`src/rtl/ftdi_sync245_arbiter.sv`:
```
// ftdi_sync245_arbiter: FT2232H sync-245 FIFO bus master sharing ftdi_d between RX and TX bursts.
// Optional build macro FTDI_SIWUA_EN enables the SIWU# send-immediate pulse requested by tx_flush.
module ftdi_sync245_arbiter #(
  parameter int BURST_MAX = 64
) (
  input  logic       ftdi_clk,
  input  logic       sys_rst,
  input  logic [7:0] ftdi_d_i,
  output logic [7:0] ftdi_d_o,
  output logic       ftdi_d_oe,
  input  logic       ftdi_rxf_n,
  input  logic       ftdi_txe_n,
  output logic       ftdi_rd_n,
  output logic       ftdi_wr_n,
  output logic       ftdi_oe_n,
  output logic       ftdi_siwua_n,
  output logic [7:0] rx_data,
  output logic       rx_valid,
  input  logic       rx_afull,
  input  logic [7:0] tx_data,
  input  logic       tx_valid,
  output logic       tx_ready,
  input  logic       tx_flush
);

  typedef enum logic [2:0] {IDLE, RX_OE, RX_RD, RX_END, TX_WR, TX_END} state_t;

  localparam logic [7:0] LAST = 8'(BURST_MAX - 1);

  state_t     state, state_nxt;
  logic [7:0] count;
  logic       last_dir_tx, last_dir_nxt;
  logic       rd_q, oe_q, wr_q, doe_q;
  logic       rx_pend, tx_pend, rx_capture, tx_accept;

  assign rx_pend = !ftdi_rxf_n && !rx_afull;
  assign tx_pend = !ftdi_txe_n && tx_valid;

  // wr_n is gated by tx_valid so the FTDI never latches a stale byte once the FIFO runs dry
  assign ftdi_wr_n  = wr_q || !tx_valid;
  assign rx_capture = !rd_q && !ftdi_rxf_n;
  assign tx_accept  = !ftdi_wr_n && !ftdi_txe_n;
  assign tx_ready   = tx_accept;
  assign ftdi_rd_n  = rd_q;
  assign ftdi_oe_n  = oe_q;
  assign ftdi_d_oe  = doe_q;
  assign ftdi_d_o   = tx_data;

`ifdef FTDI_SIWUA_EN
  logic flush_flag, siwua_fire;

  assign siwua_fire   = (state == IDLE) && flush_flag && !tx_valid;
  assign ftdi_siwua_n = !siwua_fire;

  always_ff @(posedge ftdi_clk) begin
    if (sys_rst) flush_flag <= 1'b0;
    else         flush_flag <= tx_flush || (flush_flag && !siwua_fire);
  end
`else
  logic unused_flush;

  assign unused_flush = tx_flush;
  assign ftdi_siwua_n = 1'b1;
`endif

  always_comb begin
    state_nxt    = state;
    last_dir_nxt = last_dir_tx;
    case (state)
      IDLE: begin
        if (rx_pend && (!tx_pend || last_dir_tx)) begin
          state_nxt    = RX_OE;
          last_dir_nxt = 1'b0;
        end else if (tx_pend) begin
          state_nxt    = TX_WR;
          last_dir_nxt = 1'b1;
        end
      end
      RX_OE:  state_nxt = RX_RD;
      RX_RD:  if (ftdi_rxf_n || rx_afull || (rx_capture && count == LAST)) state_nxt = RX_END;
      RX_END: state_nxt = IDLE;
      TX_WR:  if (ftdi_txe_n || !tx_valid || (tx_accept && count == LAST)) state_nxt = TX_END;
      TX_END: state_nxt = IDLE;
      default: state_nxt = IDLE;
    endcase
  end

  // Strobes are registered from the next state so the pins are glitch-free decodes of the state
  always_ff @(posedge ftdi_clk) begin
    if (sys_rst) begin
      state       <= IDLE;
      last_dir_tx <= 1'b1;
      rd_q        <= 1'b1;
      oe_q        <= 1'b1;
      wr_q        <= 1'b1;
      doe_q       <= 1'b0;
    end else begin
      state       <= state_nxt;
      last_dir_tx <= last_dir_nxt;
      rd_q        <= !(state_nxt == RX_RD);
      oe_q        <= !(state_nxt == RX_OE || state_nxt == RX_RD);
      wr_q        <= !(state_nxt == TX_WR);
      doe_q       <= (state_nxt == TX_WR);
    end
  end

  always_ff @(posedge ftdi_clk) begin
    if (sys_rst) begin
      count    <= 8'd0;
      rx_valid <= 1'b0;
      rx_data  <= 8'd0;
    end else begin
      if (state_nxt != state && (state_nxt == RX_OE || state_nxt == TX_WR)) count <= 8'd0;
      else if (rx_capture || tx_accept) count <= count + 8'd1;
      rx_valid <= rx_capture;
      if (rx_capture) rx_data <= ftdi_d_i;
    end
  end

endmodule

```
`config.mk`:
```
export PLATFORM = sky130hd
export DESIGN_NAME = ftdi_sync245_arbiter
export DESIGN_NICKNAME = d
export VERILOG_FILES = /design/src/rtl/ftdi_sync245_arbiter.sv
export SDC_FILE = /design/constraint.sdc
export NUM_CORES = 1
export LEC_CHECK = 0
export BUFFER_PORTS_ARGS = -buffer_cell sky130_fd_sc_hd__buf_2
export CAP_MARGIN = 20
export CORE_MARGIN = 2
export CORE_UTILIZATION = 46
export CTS_CLUSTER_DIAMETER = 200
export DETAILED_ROUTE_END_ITERATION = 10
export GPL_ROUTABILITY_DRIVEN = 1
export GPL_TIMING_DRIVEN = 0
export PLACE_DENSITY = 0.77
export SLEW_MARGIN = 40
export SYNTH_ARGS = -nofsm -noshare
export SYNTH_HDL_FRONTEND = slang
export SYNTH_SLANG_ARGS = --single-unit
```
`constraint.sdc`:
```
create_clock -name ftdi_clk -period 1.63 [get_ports ftdi_clk]
set_input_delay 0.163 -clock ftdi_clk [delete_from_list [all_inputs] [get_ports ftdi_clk]]
set_output_delay 0.163 -clock ftdi_clk [all_outputs]
set_load 0.02 [all_outputs]
```
==> results.md <==
- Run status: complete, no violations
- Yosys warns: 0
- Final Hold Fails: 0
- Final Slew Violations: 0
- # setup viols final: 0
- Root Buffer: clkbuf_4
- Cell Pwr Density: 873 nW/um^2
- Max Fclk: 659 MHz
- Drt initial violations: 11
- Arr. time, crit path: around 1.4 ns
- CP max stage delay: between 0.4 and 0.5 ns
- WS Path Type: flop to output pin
- Vias: 969
- Sequential share of the synthesized area: between 40% and 50%
- Worst IR drop on VDD: ~0.6 mV
- # port buffers: 34
- Final net count: 192
- Die area: approximately 2800 um^2
- Clock Pin Slew Worst Setup and Hold Paths: 0.13 ns
- Largest net degree at the start of global routing: 14
- Minimum clock period: ~1.5 ns
- Register area: 500 um^2
- Initial Utilization: around half
- Syn Area/Cell: 8.55 um^2
- Cts hold-fix bufs: 0
- DR WL/cell: 11.2 um
- RSZ-0062 raised after global routing: false
- Crit-path cells: or3b_4 -> inv_2 -> buf_2
- Vias per std cell: 4.97
- CP bufs+invs: 2
- CTS Buffer Depth: 2
- Post-synthesis cell count: around 130
- Syn nets: between 150 and 200
- GP Congestion: around 0.78
- Fillers: roughly 220
- ANT nets after route: 0
- Leakage: 0.539 nW
- Distinct cells, synth: 32
- Place WS: about 0.18 ns
- Layout cells sized above 1: ~30%
- Area growth syn-to-layout: 21.0%
- Final worst slack: around 0.11 ns
- Delay-heaviest family, CP: simple AND/OR/NAND/NOR gates
- Initial antenna violation count: 0
- HP Class: input port to flop
- Core area: between 2000 and 2500 um^2
- Startpoint types: flop
- TritonCTS clock tree: done
- Worst setup EP type: output pin
- Crit share post-route: a little over 90%
- # resized after CTS: 0
- Finished Layout Cells: 195
- CTS Buf Count: 3
- DP HPWL: ~1.7 mm
- IO Pins: 46
- WL final: between 2 and 2.5 mm
- Multi-input logic area: between 500 and 600 um^2
- Pwr Total: between 1 and 1.5 mW
- Placed cell count: 191
- Setup TNS: 0 ns
- Crit Path Max Fanout: 5
- Clk_skew: 0.00583 ns
- # DRC: 0
- GRT Total Usage: around 17%
- Vias in the first global route: roughly 870
- H-Tree Depth: 1
- Die span in y: approximately 53 um
- Post-CTS setup buffers: 0
- Final Util: approximately three fifths
- ANT cells: 0
- First-pass GRT wire length: around 3.5 mm
- Clock Latency Late Sink: ~0.32 ns
- Max-cap violations: 0
- Die X: between 50 and 60 um
- Std cell rows: 17
- CP required: 1.47 ns
- Synthesized flop and latch total: 25
- Total congestion overflow: 0
- DR pass1 iterations: 4
- Syn Std Cell Area: 1100 um^2
- Slowest CP cell: or3b_4
- Clk sinks: 25
-- cells in the final DEF (no fill, tap or decap), types with 2 or more instances in the layout --
| cell type | synthesis | layout |
|---|---|---|
| a211oi_1 | 2 | 2 |
| a21oi_1 | 11 | 11 |
| buf_2 | 0 | 34 |
| buf_4 | 9 | 9 |
| clkbuf_1 | 4 | 5 |
| clkbuf_4 | 0 | 3 |
| dfxtp_1 | 25 | 25 |
| inv_1 | 3 | 2 |
| nand2_1 | 22 | 22 |
| nand2b_1 | 2 | 2 |
| nand3_1 | 3 | 3 |
| nor2_1 | 14 | 14 |
| nor3_1 | 4 | 4 |
| o21ai_0 | 4 | 4 |
| xnor2_1 | 5 | 5 |
| xor2_1 | 3 | 3 |
-- cells by family after synthesis --
kind of cell	after synthesis	share of synthesized area [%]
DFF	25	45.4
buffers and inverters	16	8.50
xor gates and xnor gates	8	6.35
and+or+nand+nor	53	22.6
adders and majority gates	1	1.13
AOI/OAI and AO/OA	25	15.8
other	1	0.340
-- Yosys cell counts, drive strengths merged --
| master | n | area (um^2) |
|---|---|---|
| a2111oi | 1 | 27.5 |
| a211oi | 2 | 15.0 |
| a21o | 1 | 7.51 |
| a21oi | 11 | 55.1 |
| a221o | 1 | 10.0 |
| a31oi | 1 | 6.26 |
| a32oi | 1 | 8.76 |
| buf | 9 | 67.6 |
| clkbuf | 4 | 15.0 |
| conb | 1 | 3.75 |
| dfxtp | 25 | 500 |
| ha | 1 | 12.5 |
| inv | 3 | 11.3 |
| nand2 | 22 | 82.6 |
| nand2b | 2 | 12.5 |
| nand3 | 3 | 15.0 |
| nand3b | 1 | 7.51 |
| nand4bb | 1 | 11.3 |
| nor2 | 14 | 52.6 |
| nor2b | 1 | 6.26 |
| nor3 | 4 | 20.0 |
| nor3b | 1 | 7.51 |
| o2111ai | 1 | 8.76 |
| o211ai | 1 | 7.51 |
| o21ai | 4 | 20.0 |
| o31ai | 1 | 7.51 |
| or2 | 1 | 6.26 |
| or3 | 1 | 6.26 |
| or3b | 1 | 11.3 |
| or4b | 1 | 10.0 |
| xnor2 | 5 | 43.8 |
| xor2 | 3 | 26.3 |
-- worst register-to-register path, stage by stage (launching register included) --
cell	delay, ns
dfxtp_1	0.44
or4b_1	0.46
nor3_1	0.21
nand3b_1	0.18
a32oi_1	0.10
-- flip-flops by register name (all words and copies together), names as in the netlist --
signal / flops
count: 8
ftdi_d_oe: 1
ftdi_oe_n: 1
ftdi_rd_n: 1
last_dir_tx: 1
rx_data: 8
rx_valid: 1
state: 3
wr_q: 1
-- layout make-up --
type / count / share of cell area, %
Tap cell: 28 / 2.62
Sequential cell: 25 / 37.5
Inverter: 3 / 0.843
Clock buffer: 4 / 1.97
Buffer: 13 / 6.19
Multi-Input combinational cell: 88 / 38.1
Timing Repair Buffer: 34 / 12.7
-- per-layer routing --
layer  up-vias  GRT usage, %  routed length, um
li1        501             -                  -
met1       441          19.8                903
met2        27          29.6               1110
met3         0          5.93                170
met4         0          3.85                  0
met5         -             0                  0
-- power by group --
group          internal, mW  total [mW]  leakage [nW]  switching, mW
Combinational        0.0886       0.221         0.321          0.133
Sequential            0.647       0.673         0.203         0.0261
Clock                0.0957       0.271        0.0150          0.176
Total                 0.831        1.17         0.539          0.334
-- path summary, 6_finish.rpt --
kind                                  start         end  slack (ns)  cells after the start
worst min register to register   rx_data[0]  rx_data[0]        0.46                      2
worst max register to register     state[2]   ftdi_oe_n        0.13                      4
worst max-delay path                   wr_q    tx_ready        0.11                      3
worst min-delay path            ftdi_d_i[7]  rx_data[7]        0.07                      3
-- metrics by stage --
stage	hold WS [ns]	instance area, um^2
4_1_cts	0.0554	1340
5_1_grt	0.0468	1340
3_3_place_gp	0.407	1310
3_5_place_dp	0.409	1310
2_1_floorplan	0.299	1100
6_report	0.0661	1340
No activity file was read; power rests on OpenSTA's default activity.
